**src/rtl/mem_port_arbiter_pkg.sv**
```systemverilog
// Shared types and sizes for the main-memory port arbiter: line geometry,
// arbiter state encodings and the line-alignment helper.
package mem_port_arbiter_pkg;

  localparam int WORD_SIZE  = 16;
  localparam int LINE_WORDS = 4;
  localparam int LINE_W     = WORD_SIZE * LINE_WORDS;

  typedef enum logic [2:0] {
    ST_IDLE   = 3'd0,
    ST_BUSY_I = 3'd1,
    ST_BUSY_D = 3'd2,
    ST_DONE_I = 3'd3,
    ST_DONE_D = 3'd4
  } arb_state_e;

  // Clears the word-offset bits so memory always sees a line address.
  function automatic logic [WORD_SIZE-1:0] line_align(input logic [WORD_SIZE-1:0] a);
    return a & ~WORD_SIZE'(LINE_WORDS - 1);
  endfunction

endpackage

```
**src/rtl/mem_port_arbiter_if.sv**
```systemverilog
// Bundle of the cache-side request buses and the memory-side port.
// master = caches plus memory model, slave = the arbiter.
interface mem_port_arbiter_if;
  import mem_port_arbiter_pkg::*;

  // req is a level held until the matching one-cycle ready pulse; the
  // requester drops req on the edge that ends its ready cycle.
  logic                 i_req;
  logic [WORD_SIZE-1:0] i_addr;
  logic                 i_ready;
  logic [LINE_W-1:0]    i_rdata;
  logic                 d_req;
  logic                 d_write;
  logic [WORD_SIZE-1:0] d_addr;
  logic [LINE_W-1:0]    d_wdata;
  logic                 d_ready;
  logic [LINE_W-1:0]    d_rdata;
  logic                 mem_read;
  logic                 mem_write;
  logic [WORD_SIZE-1:0] mem_addr;
  logic [LINE_W-1:0]    mem_wdata;
  logic [LINE_W-1:0]    mem_rdata;
  logic                 busy;

  modport master (
    output i_req, i_addr, d_req, d_write, d_addr, d_wdata, mem_rdata,
    input  i_ready, i_rdata, d_ready, d_rdata, mem_read, mem_write,
           mem_addr, mem_wdata, busy
  );

  modport slave (
    input  i_req, i_addr, d_req, d_write, d_addr, d_wdata, mem_rdata,
    output i_ready, i_rdata, d_ready, d_rdata, mem_read, mem_write,
           mem_addr, mem_wdata, busy
  );

endinterface

```
**src/rtl/mem_port_arbiter_timer.sv**
```systemverilog
// Loadable up-counter flagging the last cycle of a fixed-latency access.
// Counter is one bit wider than needed so it cannot wrap inside a transaction.
module mem_latency_timer #(
  parameter int LATENCY = 4
) (
  input  logic clk,
  input  logic reset_n,
  input  logic load_i,
  input  logic en_i,
  output logic done_o
);

  localparam int CW = $clog2(LATENCY) + 1;

  logic [CW-1:0] cnt_q;

  always_ff @(posedge clk) begin
    if (!reset_n)    cnt_q <= '0;
    else if (load_i) cnt_q <= '0;
    else if (en_i)   cnt_q <= cnt_q + 1'b1;
  end

  assign done_o = (cnt_q == CW'(LATENCY - 1));

endmodule

```
**src/rtl/mem_port_arbiter.sv**
```systemverilog
// Shares one line-wide memory port between I-cache fills and D-cache
// fills/write-backs; D has priority, I is forced in after a D streak.
module mem_port_arbiter
  import mem_port_arbiter_pkg::*;
#(
  parameter int LATENCY      = 4,
  parameter int STARVE_LIMIT = 2,
  localparam int SW          = $clog2(STARVE_LIMIT + 1)
) (
  input  logic            clk,
  input  logic            reset_n,
  mem_port_arbiter_if.slave bus,
  output arb_state_e      state_o,
  output logic [SW-1:0]   streak_o
);

  arb_state_e           state_q;
  logic [SW-1:0]        streak_q, streak_d;
  logic [WORD_SIZE-1:0] addr_q;
  logic                 wr_q;
  logic [LINE_W-1:0]    wdata_q;
  logic [LINE_W-1:0]    i_rdata_q;
  logic [LINE_W-1:0]    d_rdata_q;
  logic                 grant_i, grant_d;
  logic                 tmr_en, tmr_done;

  always_comb begin
    grant_d = 1'b0;
    grant_i = 1'b0;
    streak_d = streak_q;
    if (state_q == ST_IDLE) begin
      grant_d = bus.d_req && !(bus.i_req && streak_q == SW'(STARVE_LIMIT));
      grant_i = bus.i_req && !grant_d;
    end
    // Streak counts D wins taken while I was waiting; any other grant resets it.
    if (grant_d) begin
      if (!bus.i_req)                          streak_d = '0;
      else if (streak_q != SW'(STARVE_LIMIT))  streak_d = streak_q + 1'b1;
    end else if (grant_i) begin
      streak_d = '0;
    end
  end

  assign tmr_en = (state_q == ST_BUSY_I) || (state_q == ST_BUSY_D);

  mem_latency_timer #(.LATENCY(LATENCY)) u_timer (
    .clk    (clk),
    .reset_n(reset_n),
    .load_i (grant_i || grant_d),
    .en_i   (tmr_en),
    .done_o (tmr_done)
  );

  always_ff @(posedge clk) begin
    if (!reset_n) begin
      state_q   <= ST_IDLE;
      streak_q  <= '0;
      addr_q    <= '0;
      wr_q      <= 1'b0;
      wdata_q   <= '0;
      i_rdata_q <= '0;
      d_rdata_q <= '0;
    end else begin
      streak_q <= streak_d;
      case (state_q)
        ST_IDLE: begin
          if (grant_d) begin
            state_q <= ST_BUSY_D;
            addr_q  <= line_align(bus.d_addr);
            wr_q    <= bus.d_write;
            wdata_q <= bus.d_wdata;
          end else if (grant_i) begin
            state_q <= ST_BUSY_I;
            addr_q  <= line_align(bus.i_addr);
            wr_q    <= 1'b0;
          end
        end
        ST_BUSY_I: begin
          if (tmr_done) begin
            i_rdata_q <= bus.mem_rdata;
            state_q   <= ST_DONE_I;
          end
        end
        ST_BUSY_D: begin
          if (tmr_done) begin
            if (!wr_q) d_rdata_q <= bus.mem_rdata;
            state_q <= ST_DONE_D;
          end
        end
        default: state_q <= ST_IDLE;
      endcase
    end
  end

  assign bus.mem_read  = (state_q == ST_BUSY_I) || (state_q == ST_BUSY_D && !wr_q);
  assign bus.mem_write = (state_q == ST_BUSY_D) && wr_q;
  assign bus.mem_addr  = addr_q;
  assign bus.mem_wdata = wdata_q;
  assign bus.i_ready   = (state_q == ST_DONE_I);
  assign bus.d_ready   = (state_q == ST_DONE_D);
  assign bus.i_rdata   = i_rdata_q;
  assign bus.d_rdata   = d_rdata_q;
  assign bus.busy      = (state_q != ST_IDLE);
  assign state_o       = state_q;
  assign streak_o      = streak_q;

endmodule

```
**src/flat_wrapper.sv**
```systemverilog
// flat-port wrapper written by rule: the top's interface ports become plain ports
module mem_port_arbiter_flat import mem_port_arbiter_pkg::*;
#(
  parameter int LATENCY      = 4,
  parameter int STARVE_LIMIT = 2,
  localparam int SW          = $clog2(STARVE_LIMIT + 1)
)
  (clk, reset_n, state_o, streak_o, bus_i_req, bus_i_addr, bus_d_req, bus_d_write, bus_d_addr, bus_d_wdata, bus_mem_rdata, bus_i_ready, bus_i_rdata, bus_d_ready, bus_d_rdata, bus_mem_read, bus_mem_write, bus_mem_addr, bus_mem_wdata, bus_busy);
  mem_port_arbiter_if bus_i ();
  input  logic clk;
  input  logic reset_n;
  output arb_state_e state_o;
  output logic [SW-1:0] streak_o;
  input wire logic [$bits(bus_i.i_req)-1:0] bus_i_req;
  input wire logic [$bits(bus_i.i_addr)-1:0] bus_i_addr;
  input wire logic [$bits(bus_i.d_req)-1:0] bus_d_req;
  input wire logic [$bits(bus_i.d_write)-1:0] bus_d_write;
  input wire logic [$bits(bus_i.d_addr)-1:0] bus_d_addr;
  input wire logic [$bits(bus_i.d_wdata)-1:0] bus_d_wdata;
  input wire logic [$bits(bus_i.mem_rdata)-1:0] bus_mem_rdata;
  output wire logic [$bits(bus_i.i_ready)-1:0] bus_i_ready;
  output wire logic [$bits(bus_i.i_rdata)-1:0] bus_i_rdata;
  output wire logic [$bits(bus_i.d_ready)-1:0] bus_d_ready;
  output wire logic [$bits(bus_i.d_rdata)-1:0] bus_d_rdata;
  output wire logic [$bits(bus_i.mem_read)-1:0] bus_mem_read;
  output wire logic [$bits(bus_i.mem_write)-1:0] bus_mem_write;
  output wire logic [$bits(bus_i.mem_addr)-1:0] bus_mem_addr;
  output wire logic [$bits(bus_i.mem_wdata)-1:0] bus_mem_wdata;
  output wire logic [$bits(bus_i.busy)-1:0] bus_busy;
  assign bus_i.i_req = bus_i_req;
  assign bus_i.i_addr = bus_i_addr;
  assign bus_i.d_req = bus_d_req;
  assign bus_i.d_write = bus_d_write;
  assign bus_i.d_addr = bus_d_addr;
  assign bus_i.d_wdata = bus_d_wdata;
  assign bus_i.mem_rdata = bus_mem_rdata;
  assign bus_i_ready = bus_i.i_ready;
  assign bus_i_rdata = bus_i.i_rdata;
  assign bus_d_ready = bus_i.d_ready;
  assign bus_d_rdata = bus_i.d_rdata;
  assign bus_mem_read = bus_i.mem_read;
  assign bus_mem_write = bus_i.mem_write;
  assign bus_mem_addr = bus_i.mem_addr;
  assign bus_mem_wdata = bus_i.mem_wdata;
  assign bus_busy = bus_i.busy;
  mem_port_arbiter #(.LATENCY(LATENCY), .STARVE_LIMIT(STARVE_LIMIT)) u_core (.clk(clk), .reset_n(reset_n), .bus(bus_i), .state_o(state_o), .streak_o(streak_o));
endmodule
```
**config.mk**
```make
export PLATFORM = sky130hd
export DESIGN_NAME = mem_port_arbiter_flat
export DESIGN_NICKNAME = d
export VERILOG_FILES = /design/src/rtl/mem_port_arbiter_pkg.sv /design/src/rtl/mem_port_arbiter_if.sv /design/src/rtl/mem_port_arbiter_timer.sv /design/src/rtl/mem_port_arbiter.sv /design/src/flat_wrapper.sv
export SDC_FILE = /design/constraint.sdc
export NUM_CORES = 1
export LEC_CHECK = 0
export BUFFER_PORTS_ARGS = -buffer_cell sky130_fd_sc_hd__buf_2
export CORE_MARGIN = 1.5
export CORE_UTILIZATION = 30
export CTS_BUF_LIST = sky130_fd_sc_hd__clkbuf_4
export CTS_CLUSTER_DIAMETER = 150
export DETAILED_ROUTE_END_ITERATION = 8
export GPL_ROUTABILITY_DRIVEN = 0
export PLACE_DENSITY = 0.52
export SLEW_MARGIN = 20
export SYNTH_ARGS = -nofsm -noshare
export SYNTH_HDL_FRONTEND = slang
export SYNTH_HIERARCHICAL = 1
export SYNTH_SLANG_ARGS = --single-unit
```
**constraint.sdc**
```tcl
create_clock -name clk -period 1.8 [get_ports clk]
set_input_delay 0.27 -clock clk [delete_from_list [all_inputs] [get_ports clk]]
set_output_delay 0.27 -clock clk [all_outputs]
set_load 0.02 [all_outputs]
```
==> out/qor.txt <==
Status: finished, violations left
Failing checks: setup timing
Final Util: 0.487
Most used DFF post-synth: dfxtp_1
Iter 0 DRT Violations: 312
Vias per cell: 4.45
Startpoint type of the worst setup path: flip-flop
Worst reg2reg endpoint: u_core/bus.d_rdata[49]$_SDFFE_PN0P_
Synth async-reset ratio: 0
DRT Pass-1 Iters: 5
WL/cell: 14.2 µm
Clock skew: 0.0506 ns
Count of pins over their slew limit: 0
Post-route antenna net violation count: 0
Mapped cell area: 8600 µm²
Remaining Overflow, GRT: 0
Reg2Reg Setup Slack: 0.09 ns
Fin crit period: 1.85 ns
Leakage: 6.22 nW
Cells after Synth: 963
# Max-Cap Violations: 0
Max VDD drop: 429 µV
Fin nets: 1,706
Peak Freq: 0.540 GHz
CTS tree: yes
Commonest non-fill, non-tap cell in the layout: nand2_1
Htree depth: 2
Die X: 172 µm
PwrDens: 808 nW/µm²
R2R depth: 7
Worst setup EP type: output port
Top cell type's share of synthesized area: 0.501
Die span in y: 172 µm
Top Layer Used: met4
Area of the die: 29,700 µm²
Post-DP Area: 11,100 µm²
HP Class: in2reg
Final setup fails: 1
Final instance area: 13,600 µm²
CTS max path bufs: 3
Reg2reg start: u_core/u_timer/cnt_q[0]$_SDFFE_PP0P_
Area leader, netlist: dfxtp_1
Hold Path Stages: 4
Via count: 8,675
Initial antenna violation count: 1
Post-route non-filler standard cell count: 1,951
Synthesis warning total: 6
Clk sinks: 215
Reg clk slew, reported paths: 0.06 ns
Vias in the first global route: 8,351
Synth unique cells: 42
Remaining DRCs: 0
Min-delay src: bus_d_req
Layout cell share with drive strength beyond 1: 0.342
# IOs: 383
Final Hold Fails: 0
Worst hold endpoint: u_core/streak_o[0]$_SDFFE_PN0P_
RSZ-0062 raised after global routing: true
CTS root buffer: clkbuf_4
Inst Count DP: 1,683
Yosys reg bits: 215
Hold_ws: 0.121 ns
Cell row count: 61
Crit path required time: 1.53 ns
IO Port Bufs: 376
Area Growth Syn to Fin: 58.6%
DR WL met2: 13,100 µm
Worst EP arrival: 1.58 ns
Routed wl met3: 2380 µm
DP HPWL: 18,400 µm
Top post-synthesis cells by area: dfxtp_1, nand2_1, mux2i_1
Clock Latency Late Sink: 0.67 ns
Most frequent cells in the layout: nand2_1, buf_2, dfxtp_1, dlygate4sd3_1, mux2i_1
Mean Syn Cell Area: 8.93 µm²
Placeable core area: 28,000 µm²
DRT Wirelength: 27,800 µm
Fin crit share: 1.03
Post-synthesis sequential area ratio: 0.501
M1 wire length: 11,600 µm
TritonCTS Buffers: 59
Initial Util: 0.307
Tot GR Track Use: 0.175
Worst-path maximum fanout: 7
Post-synth EDFFs: 0
Min setup slack post-route: -0.0504 ns
Pin count of the biggest net entering global routing: 88
First-pass GRT wire length: 41,600 µm
Kind of critical path: reg2out
-- what timing repair did --
| item | in CTS | in global routing |
|---|---|---|
| setup buffers | 8 | 3 |
| hold buffers | 160 | 0 |
| endpoints found under the setup margin | 8 | 108 |
| gates resized for setup | 20 | 12 |
| hold endpoints to repair | 214 | 0 |
| gates cloned | 0 | 1 |
| pin swaps | 5 | 4 |
-- Yosys cell counts (3+ instances only) --
master    instances
nand2_1         403
dfxtp_1         215
o32ai_1          15
buf_2            13
clkbuf_1         47
buf_4             8
buf_12            6
mux2i_1         129
a21boi_0         53
a21boi_1         11
inv_1             4
ha_1              3
nor2_1            8
nand2b_1          3
a22oi_1          14
-- state kept, by name, indices dropped and copies added, names as in the netlist --
| register | count |
|---|---|
| u_core/bus.d_rdata | 64 |
| u_core/bus.i_rdata | 64 |
| u_core/bus.mem_wdata | 64 |
| u_core/bus.mem_addr | 14 |
| u_core/state_o | 3 |
| u_core/u_timer/cnt_q | 3 |
| u_core/streak_o | 2 |
| u_core/wr_q | 1 |
-- area by class of cell --
cell class,instances,area (µm²)
diodes,1,2.50
flip-flops and latches,215,4320
well taps,378,473
repair buffers,590,4180
fillers,2658,14400
clock buffers,85,638
clock inverters,10,91.3
multi-input cells,667,3910
inverters,5,21.3
-- per-stage QoR --
stage / worst slack, ns / total power (W) / TNS, ns
after floorplan: 0.0333 / 0.00588 / 0
after global placement: 0.0900 / 0.00638 / 0
after detailed placement: 0.0179 / 0.00639 / 0
after CTS: -0.132 / 0.0112 / -0.268
after global routing: -0.156 / 0.0116 / -0.472
final: -0.0504 / 0.0110 / -0.0504
-- cell families after synthesis --
group / Yosys count / share of synthesized area
other: 1 / 0.000436
AND/OR/NAND/NOR: 429 / 0.197
XOR/XNOR: 1 / 0.00102
flip-flops: 215 / 0.501
multiplexers: 129 / 0.150
buffers and inverters: 82 / 0.0537
AO/OA/AOI/OAI: 103 / 0.0923
adder cells (fa/ha/maj): 3 / 0.00437
-- worst max path at each step --
| stage | start | endpoint | slack [ns] |
|---|---|---|---|
| 2_1_floorplan | u_core/streak_o[0]$_SDFFE_PN0P_ | u_core/bus.mem_wdata[0]$_SDFFE_PN0P_ | 0.03 |
| 3_3_place_gp | u_core/u_timer/cnt_q[0]$_SDFFE_PP0P_ | u_core/bus.d_rdata[13]$_SDFFE_PN0P_ | 0.09 |
| 3_5_place_dp | u_core/u_timer/cnt_q[0]$_SDFFE_PP0P_ | u_core/bus.d_rdata[16]$_SDFFE_PN0P_ | 0.02 |
| 4_1_cts | u_core/state_o[0]$_SDFFE_PN0P_ | bus_mem_read | -0.13 |
| 5_1_grt | u_core/state_o[0]$_SDFFE_PN0P_ | bus_mem_read | -0.16 |
| 6_report | u_core/state_o[0]$_SDFFE_PN0P_ | bus_mem_read | -0.05 |
-- routing by layer --
layer  track usage  vias up
li1              -     4337
met1         0.196     3931
met2         0.305      349
met3        0.0602       58
met4        0.0688        0
met5             0        -
-- critical path, stage by stage (launching register included) --
cell and delay [ns]:
dfxtp_4 0.37, nand2b_4 0.16, o21a_1 0.16, nor2_1 0.10
buf_4 0.15
-- where the power goes --
group | internal, W | switching (W)
Clock | 0.00241 | 0.00198
Sequential | 0.00492 | 0.0000932
Combinational | 0.000790 | 0.000817
Total | 0.00812 | 0.00289
No activity file was read; power rests on OpenSTA's default activity.
